$ cat config.mk
export PLATFORM = sky130hd
export DESIGN_NAME = usb4_logical_layer
export DESIGN_NICKNAME = d
export VERILOG_FILES = /design/src/rtl/usb4_ll_pkg.sv /design/src/rtl/usb4_ll_scrambler.sv /design/src/rtl/usb4_logical_layer.sv
export SDC_FILE = /design/constraint.sdc
export NUM_CORES = 1
export LEC_CHECK = 0
export CAP_MARGIN = 10
export CORE_MARGIN = 1
export CORE_UTILIZATION = 46
export DETAILED_ROUTE_END_ITERATION = 16
export HOLD_SLACK_MARGIN = 0.15
export PLACE_DENSITY = 0.76
export SETUP_SLACK_MARGIN = 0.5
export SYNTH_ARGS = -nofsm -noshare
export SYNTH_HDL_FRONTEND = slang
export SYNTH_HIERARCHICAL = 1
export SYNTH_SLANG_ARGS = --single-unit
$ cat constraint.sdc
create_clock -name local_clk -period 1.8 [get_ports local_clk]
set_input_delay 0.36 -clock local_clk [delete_from_list [all_inputs] [get_ports local_clk]]
set_output_delay 0.36 -clock local_clk [all_outputs]
set_load 0.01 [all_outputs]
$ cat src/rtl/usb4_ll_pkg.sv
// Shared types and constants for the USB4 logical layer.
// Optional scrambler is built only with USB4_SCRAMBLER_EN defined.
package usb4_ll_pkg;

    typedef enum logic [1:0] {
        ST_CLD      = 2'd0,
        ST_TRAINING = 2'd1,
        ST_CL0      = 2'd2
    } ll_state_e;

    localparam logic [7:0] ADDR_CTRL     = 8'h00;
    localparam logic [7:0] ADDR_STATUS   = 8'h04;
    localparam logic [7:0] ADDR_RX_COUNT = 8'h08;
    localparam logic [7:0] ADDR_SCRATCH  = 8'h0C;

    localparam logic [7:0] TS_SYMBOL_DEF = 8'h4B;

    // x^16 + x^5 + x^4 + x^3 + 1, Galois form (x^16 implied)
    localparam logic [15:0] LFSR_POLY = 16'h0039;
    localparam logic [15:0] LFSR_SEED = 16'hFFFF;

    function automatic logic [15:0] lfsr_step8(input logic [15:0] s);
        logic [15:0] r;
        r = s;
        for (int i = 0; i < 8; i++) begin
            if (r[15]) r = {r[14:0], 1'b0} ^ LFSR_POLY;
            else       r = {r[14:0], 1'b0};
        end
        return r;
    endfunction

endpackage

$ cat src/rtl/usb4_ll_scrambler.sv
// Byte-wide LFSR keystream generator with seed load and 8-bit advance.
// Keystream byte is the low byte of the current LFSR state.
module usb4_ll_scrambler
    import usb4_ll_pkg::*;
(
    input  logic       clk,
    input  logic       rst,
    input  logic       seed_load,
    input  logic       advance,
    output logic [7:0] keystream
);

    logic [15:0] lfsr;

    always_ff @(posedge clk or negedge rst) begin
        if (!rst) begin
            lfsr <= '0;
        end else if (seed_load) begin
            lfsr <= LFSR_SEED;
        end else if (advance) begin
            lfsr <= lfsr_step8(lfsr);
        end
    end

    assign keystream = lfsr[7:0];

endmodule

$ cat src/rtl/usb4_logical_layer.sv
// USB4 logical layer: config regs, sideband, CLD/TRAINING/CL0 link FSM.
// Define USB4_SCRAMBLER_EN to enable the TX/RX scrambler.
module usb4_logical_layer
    import usb4_ll_pkg::*;
#(
    parameter int         SBRX_FILTER   = 4,
    parameter int         TS_COUNT      = 8,
    parameter int         TRAIN_TIMEOUT = 1024,
    parameter logic [7:0] TS_SYMBOL     = TS_SYMBOL_DEF
) (
    input  logic        local_clk,
    input  logic        rst,
    input  logic        lane_disable,
    input  logic        c_read,
    input  logic        c_write,
    input  logic [7:0]  c_address,
    input  logic [31:0] c_data_in,
    output logic [31:0] c_data_out,
    input  logic [7:0]  transport_layer_data_in,
    output logic [7:0]  transport_layer_data_out,
    input  logic [7:0]  lane_0_rx_i,
    input  logic [7:0]  lane_1_rx_i,
    input  logic        data_incoming,
    input  logic        sbrx,
    output logic        sbtx,
    output logic [7:0]  lane_0_tx_o,
    output logic [7:0]  lane_1_tx_o,
    output logic        enable_scr
);

    localparam int SBW = $clog2(SBRX_FILTER + 1);
    localparam int TSW = $clog2(TS_COUNT + 1);
    localparam int TMW = $clog2(TRAIN_TIMEOUT + 1);

    ll_state_e   state, state_nx;
    logic        link_en, scr_en, train_to;
    logic [31:0] rx_count, scratch, rdata;
    logic [SBW-1:0] sb_cnt;
    logic [TSW-1:0] ts_cnt;
    logic [TMW-1:0] timer;
    logic        link_ok, sb_ready, ts_hit, ts_done, tmo, to_set;
    logic        rx_take, to_clr;
    logic [7:0]  tx_q, rx_q, tx_ks, rx_ks, lane_tx;

    // Lane 1 is observed only; it drives no state.
    logic lane_1_unused;
    assign lane_1_unused = ^lane_1_rx_i;

    assign link_ok  = link_en & ~lane_disable & sbrx;
    assign sb_ready = sb_cnt == SBW'(SBRX_FILTER - 1);
    assign ts_hit   = data_incoming & (lane_0_rx_i == TS_SYMBOL);
    assign ts_done  = ts_hit & (ts_cnt == TSW'(TS_COUNT - 1));
    assign tmo      = timer == TMW'(TRAIN_TIMEOUT - 1);
    assign rx_take  = (state == ST_CL0) & data_incoming;

`ifdef USB4_SCRAMBLER_EN
    assign enable_scr = (state == ST_CL0) & scr_en;
`else
    assign enable_scr = 1'b0;
`endif

    always_comb begin
        state_nx = state;
        to_set   = 1'b0;
        unique case (state)
            ST_CLD: begin
                if (link_ok && sb_ready) state_nx = ST_TRAINING;
            end
            ST_TRAINING: begin
                if (!link_ok) begin
                    state_nx = ST_CLD;
                end else if (ts_done) begin
                    state_nx = ST_CL0;
                end else if (tmo) begin
                    state_nx = ST_CLD;
                    to_set   = 1'b1;
                end
            end
            ST_CL0: begin
                if (!link_ok) state_nx = ST_CLD;
            end
            default: state_nx = ST_CLD;
        endcase
    end

    always_ff @(posedge local_clk or negedge rst) begin
        if (!rst) begin
            state  <= ST_CLD;
            sb_cnt <= '0;
            ts_cnt <= '0;
            timer  <= '0;
        end else begin
            state <= state_nx;
            if (state == ST_CLD && link_ok && !sb_ready) sb_cnt <= sb_cnt + 1'b1;
            else                                          sb_cnt <= '0;
            if (state == ST_TRAINING && ts_hit && !ts_done) ts_cnt <= ts_cnt + 1'b1;
            else                                             ts_cnt <= '0;
            if (state == ST_TRAINING && !tmo) timer <= timer + 1'b1;
            else                              timer <= '0;
        end
    end

    assign to_clr = c_write & (c_address == ADDR_STATUS) & c_data_in[2];

    always_ff @(posedge local_clk or negedge rst) begin
        if (!rst) begin
            link_en  <= 1'b0;
            scr_en   <= 1'b0;
            scratch  <= '0;
            train_to <= 1'b0;
        end else begin
            if (c_write && c_address == ADDR_CTRL) begin
                link_en <= c_data_in[0];
                scr_en  <= c_data_in[1];
            end
            if (c_write && c_address == ADDR_SCRATCH) scratch <= c_data_in;
            // A timeout in the same cycle as a clear wins
            train_to <= to_set | (train_to & ~to_clr);
        end
    end

    always_comb begin
        rdata = '0;
        unique case (1'b1)
            c_address == ADDR_CTRL:     rdata = {30'd0, scr_en, link_en};
            c_address == ADDR_STATUS:   rdata = {29'd0, train_to, state};
            c_address == ADDR_RX_COUNT: rdata = rx_count;
            c_address == ADDR_SCRATCH:  rdata = scratch;
            default:                    rdata = '0;
        endcase
    end

    always_ff @(posedge local_clk or negedge rst) begin
        if (!rst) begin
            c_data_out <= '0;
        end else if (c_read) begin
            c_data_out <= rdata;
        end
    end

    usb4_ll_scrambler u_tx_scr (
        .clk       (local_clk),
        .rst       (rst),
        .seed_load (state != ST_CL0),
        .advance   (enable_scr),
        .keystream (tx_ks)
    );

    usb4_ll_scrambler u_rx_scr (
        .clk       (local_clk),
        .rst       (rst),
        .seed_load (state != ST_CL0),
        .advance   (enable_scr & data_incoming),
        .keystream (rx_ks)
    );

    always_ff @(posedge local_clk or negedge rst) begin
        if (!rst) begin
            tx_q     <= '0;
            rx_q     <= '0;
            rx_count <= '0;
        end else begin
            tx_q <= transport_layer_data_in ^ (enable_scr ? tx_ks : 8'h00);
            if (rx_take) begin
                rx_q     <= lane_0_rx_i ^ (enable_scr ? rx_ks : 8'h00);
                rx_count <= rx_count + 32'd1;
            end
        end
    end

    always_comb begin
        lane_tx = 8'h00;
        unique case (1'b1)
            state == ST_CL0:      lane_tx = tx_q;
            state == ST_TRAINING: lane_tx = TS_SYMBOL;
            default:              lane_tx = 8'h00;
        endcase
    end

    assign lane_0_tx_o = lane_tx;
    assign lane_1_tx_o = lane_tx;
    assign sbtx = (state == ST_CLD) ? (link_en & ~lane_disable) : 1'b1;
    assign transport_layer_data_out = rx_q;

endmodule

After elaboration in Yosys (flattened, before gate mapping)
Cells that the tools add are included.

word-level totals
  register bits = 135
  logic and storage cells = 69
  bits of input ports = 71

cells by class
  add/subtract/negate cells = 4
  reduce and logical (&&, ||, !) cells = 14
  bitwise logic cells = 11
  eq/ne operators = 12
  multiplexer cells = 16

operators by type and width
  operator                                                number
  one-hot mux 32 bit (4 select lines)                     1
  adder 32 x 1 -> 32 bit (second input constant)          1
  equality test 8 x 4 -> 1 bit (second input constant)    2
  one-hot mux 8 bit (2 select lines)                      1
  adder 11 x 1 -> 11 bit (second input constant)          1
  equality test 11 x 10 -> 1 bit (second input constant)  1
  2-to-1 mux 11 bit                                       1
  2-to-1 mux 2 bit                                        5
  bitwise AND 1 bit                                       8
  equality test 8 x 3 -> 1 bit (second input constant)    1
  equality test 8 x 7 -> 1 bit (second input constant)    1
  logical AND 1 bit                                       8
  logical NOT 8 bit                                       1
  one-hot mux 2 bit (3 select lines)                      1
  2-to-1 mux 1 bit                                        5
  adder 4 x 1 -> 4 bit (second input constant)            1
  equality test 4 x 3 -> 1 bit (second input constant)    1
  2-to-1 mux 4 bit                                        1
  inequality test 2 bit (second input constant)           2
  inequality test 4 bit (second input constant)           1
  adder 3 x 1 -> 3 bit (second input constant)            1
  equality test 3 x 2 -> 1 bit (second input constant)    1
  logical NOT 1 bit                                       3
  2-to-1 mux 3 bit                                        1
  6 further kinds                                         7

Longest topological paths before layout
  depth in word-level cells = 7
  gate-level depth with buffers = 7
  gate-level depth less buffers = 6

Worst setup path before layout
OpenSTA, ideal clock, no wires.

  kind = input to register
  start point = input port lane_0_rx_i[5]
  end point = register state[0]
  data arrival time = 1596 ps
  data required time = 1675 ps
  setup time = 125 ps
  cell stages on the path = 4
  path slack = 79 ps
  path buffers = 0
  cell sequence = or4b_4 -> nor4_4 -> o31ai_2 -> mux2_4

on the way
  word-level cells in the longest chain between the ends = 6

ends and longest elaborated chain
  what                                RTL line                  source
  from (decl)                         usb4_logical_layer.sv:21  input logic [7:0] lane_0_rx_i,
  equality test 8 x 7 -> 1 bit (*)    usb4_logical_layer.sv:51  assign ts_hit = data_incoming & (lane_0_rx_i == TS_SYMBOL);
  bitwise AND 1 bit (*)               usb4_logical_layer.sv:51
  bitwise AND 1 bit (*)               usb4_logical_layer.sv:52  assign ts_done = ts_hit & (ts_cnt == TSW'(TS_COUNT - 1));
  2-to-1 mux 2 bit                    usb4_logical_layer.sv:72  end else if (ts_done) begin
  2-to-1 mux 2 bit                    usb4_logical_layer.sv:70  if (!link_ok) begin
  one-hot mux 2 bit (3 select lines)  usb4_logical_layer.sv:65  unique case (state)
  to (signal assigned)                usb4_logical_layer.sv:93  state <= state_nx;
  to (decl)                           usb4_logical_layer.sv:35  ll_state_e state, state_nx;

Mark *: on every way between the ends. The rest lies on a longest branch, timed or not.
A chain may end at the register's enable or synchronous reset.

Worst setup path after layout
  start point = register state[1]
  end point = output port lane_1_tx_o[0]

on the way
  word-level cells in the longest chain between the ends = 2

ends and longest elaborated chain
  what                                                                 RTL line                                              source
  equality test 2 x 1 -> 1 bit or equality test 2 bit (tied branches)  usb4_logical_layer.sv:175, usb4_logical_layer.sv:174
  one-hot mux 8 bit (2 select lines) (*)                               usb4_logical_layer.sv:173                             unique case (1'b1)
  to (decl)                                                            usb4_logical_layer.sv:27                              output logic [7:0] lane_1_tx_o,

Marked as above.

==> results.md <==
* Cell area after technology mapping at between 5000 and 6000 µm²
* Die Span X at 116 µm
* Insertion delay to the later sink of the worst-skew pair at between 0.4 and 0.5 ns
* Maximum number of pins on one net before global-route repair at 43
* Number of H-tree levels at 4
* Vias at 4,948
* Overall die height at roughly 120 µm
* Pre-antenna DRT Iters at 5
* Placed wire-length estimate at ~9.9 mm
* Clk root buf: clkbuf_16
* Average wire length per cell after detail routing at 21.1 µm
* Drc violations at 0
* Vias per Instance at 5.57
* Floorplan die area at 13,300 µm²
* Clock-pin transition on the worst setup and hold timing paths at ~0.06 ns
* Arrival time of data at the critical path endpoint at 1.61 ns
* Area growth syn-to-layout at 62.6%
* Fraction of synthesis flops using an asynchronous set or reset pin at 1.00
* Via count of the first global-routing pass at 5,155
* Number of I/O pins at 129
* Area post-placement at 7840 µm²
* Final Cycle Share at 1.10
* Total power density per cell area at 699 nW/µm²
* Count of unique library cells instantiated by Yosys at between 40 and 50
* Required time of the critical path at 1.44 ns
* Worst setup skew after layout at 0.00817 ns
* Reported leakage power at 4.45 nW
* Synth warnings at 6
* Fraction of layout cells with a size suffix above 1 at 0.488
* Core area at 12,600 µm²
* Post-detailed-routing wire length at about 19 mm
* Initial antenna violation count at 0
* Register area share after synthesis at 0.570
* Number of flops mapped to enable cells by yosys at 0
* Peak ir drop on the vdd network at 0.000637 V
* Initial DRC Count at 392
* CTS sink count at 135
* Count of final max-slew check failures at 0
* Type of the most critical hold path: in -> reg
* Overall overflow remaining after global route at 0
* Setup-violating endpoint count in the final report at 35
* Setup repair after global routing missed its margin: true
* TritonCTS clock tree: yes
* Bufs on Longest Clock Path at 2
* Final Critical Period at 1.97 ns
* WS Path Type: reg -> out
* Status: finished, violations left
* Number of buffers created by CTS at 17
* Wire length of the first global-routing pass at 26.4 mm
* Total track usage at 0.264
* Highest Clock Rate at roughly 0.51 GHz
* N_diodes at 0
* Net count of the mapped netlist at just under 600
* Slack of the critical path at -0.175 ns
* Count of nets left with antenna violations after detail routing at 0
* Nature of the critical path startpoint: register
* Number of instances in the synthesized netlist at 499
* Final Instance Area at 9640 µm²
* Post-layout nets at between 700 and 800
* Worst Setup End Kind: output port
* Most frequently used flop master after synthesis: dfrtp_1
* Failing checks: negative setup slack
* Final Power at 6.73 mW
* Total of max-cap violations at 0
* Final Hold Fails at 0
* Average size of a mapped cell at roughly 12 µm²
* Post-synthesis sequential element count at ~140
* Filler instances at approximately 700
* Cell Rows at between 40 and 50
* Input/output buffers at roughly 120
* Final weighted congestion of routability-driven global placement at 0.796
* Max FO, Critical Path at 7
* Initial Utilization at 0.472
==> power breakdown <==
part           switching [mW]  internal [mW]  total [mW]
logic                   0.161          0.210       0.371
registers              0.0348           3.08        3.12
clock network            1.26           1.99        3.25
==> stage by stage <==
step                utilization  TNS (ns)  hold WS (ns)  worst slack, ns  std cells
floorplan                     -         0        0.0644            0.201        499
global placement          0.624    -18.76         0.295           -0.292        804
detailed placement        0.624    -22.02         0.303           -0.316        804
CTS                       0.711     -1.75         0.319           -0.143        867
finish                    0.767     -4.08         0.326           -0.175        889
global route              0.767     -6.20         0.327           -0.231        889
==> cell families after synthesis <==
group,Yosys count,share of synthesized area
flops,135,0.570
simple gates,119,0.117
compound gates,74,0.0859
buf+inv,74,0.0555
mux,47,0.0937
xor+xnor,41,0.0606
fa+ha+maj,8,0.0169
other cells,1,0.000633
==> timing repair <==
item,in CTS,in global routing
resized for setup,358,104
gates cloned,5,2
pin swaps,53,46
buffers inserted,27,20
hold endpoints to repair,37,0
endpoints found under the setup margin,181,167
hold buffers,1,0
==> layout by cell type, fill, tap and decap left out, types with 4 or more instances in the layout <==
master           synthesis  routed
nor3_4                   0       4
nand2_1                 16      11
xnor2_1                 32      26
clkbuf_16                0      19
dfrtp_1                135     135
nor2_4                   0      12
buf_16                   0       4
nand4_1                 16      16
o22ai_2                  0       6
and3_1                  13       5
buf_6                    1      48
ha_1                     8       4
nand3_1                 19       8
clkdlybuf4s50_1          0      47
mux2_4                   1      44
nor2_1                  23      11
nor4_4                   2       7
xnor2_2                  0       6
a22oi_2                  0      30
and3_4                   0       8
nand3_4                  0       6
buf_4                    9      52
xor2_1                   9       7
nand3_2                  0       5
buf_2                    8      35
dlygate4sd2_1            0       8
clkbuf_1                11       6
inv_1                   44      41
o22ai_1                 32      26
buf_12                   0      14
==> flip-flops by register name, summed over array words and instances, names as in the netlist <==
name	cells
scr_en	1
sb_cnt	3
link_en	1
transport_layer_data_out	8
train_to	1
scratch	32
state	2
c_data_out	32
tx_q	8
rx_count	32
ts_cnt	4
timer	11
==> worst max-delay path, stage by stage, from the launching register on <==
cell and delay, ns:
dfrtp_1 0.42, buf_6 0.14, ha_4 0.16, buf_8 0.14, a21oi_2 0.15, nor2b_2 0.06, buf_2 0.14
==> Yosys cell counts, types with 2 or more instances <==
cell type    n  area [µm²]
a21oi_1      4        20.0
nand3b_1     3        22.5
o31ai_1      2        15.0
nor4_2       2        25.0
xnor2_1     32         280
and2_1       3        18.8
xor2_1       9        78.8
o22ai_1     32         200
nand2_1     16        60.1
nor4_4       2        42.5
buf_2        8        40.0
clkbuf_1    11        41.3
nor3_1       6        30.0
nor2_1      23        86.3
inv_1       44         165
a22oi_1     31         233
ha_1         8         100
nand4_1     16         100
nor4_1       4        25.0
nor2b_1      5        31.3
dfrtp_1    135        3380
buf_4        9        67.6
nand3_1     19        95.1
o21ai_0      2        10.0
mux2_2      44         495
and3_1      13        81.3
mux4_2       2        45.0
==> cell type report <==
| type | count | area, µm² | share of cell area |
|---|---|---|---|
| clock buffers | 26 | 489 | 0.0508 |
| clock inverters | 4 | 45.0 | 0.00467 |
| inverters | 44 | 165 | 0.0171 |
| multi-input cells | 291 | 3170 | 0.329 |
| flip-flops and latches | 135 | 3380 | 0.350 |
| well taps | 172 | 215 | 0.0223 |
| repair buffers | 217 | 2180 | 0.226 |
==> worst paths after layout <==
kind,start,end,slack [ns],depth (start not counted)
worst max-delay path,state[1],lane_1_tx_o[0],-0.17,6
worst min register to register,sb_cnt[0],sb_cnt[0],0.43,1
worst max register to register,state[1],rx_count[28],-0.16,9
worst min-delay path,lane_0_rx_i[3],transport_layer_data_out[3],0.33,2
max in group asynchronous,rst,c_data_out[4],0.79,3
min in group asynchronous,rst,rx_count[19],0.43,2
==> metal layers <==
metal | GRT usage | routed length [µm] | up-vias | part of all wire
met1 | 0.321 | 7420 | 2535 | 0.40
met5 | 0 | 0 | - | 0
met4 | 0.0736 | 526 | 0 | 0.028
met2 | 0.457 | 9710 | 185 | 0.52
li1 | - | - | 2179 | -
met3 | 0.0753 | 1090 | 49 | 0.058
No activity file was read; power rests on OpenSTA's default activity.
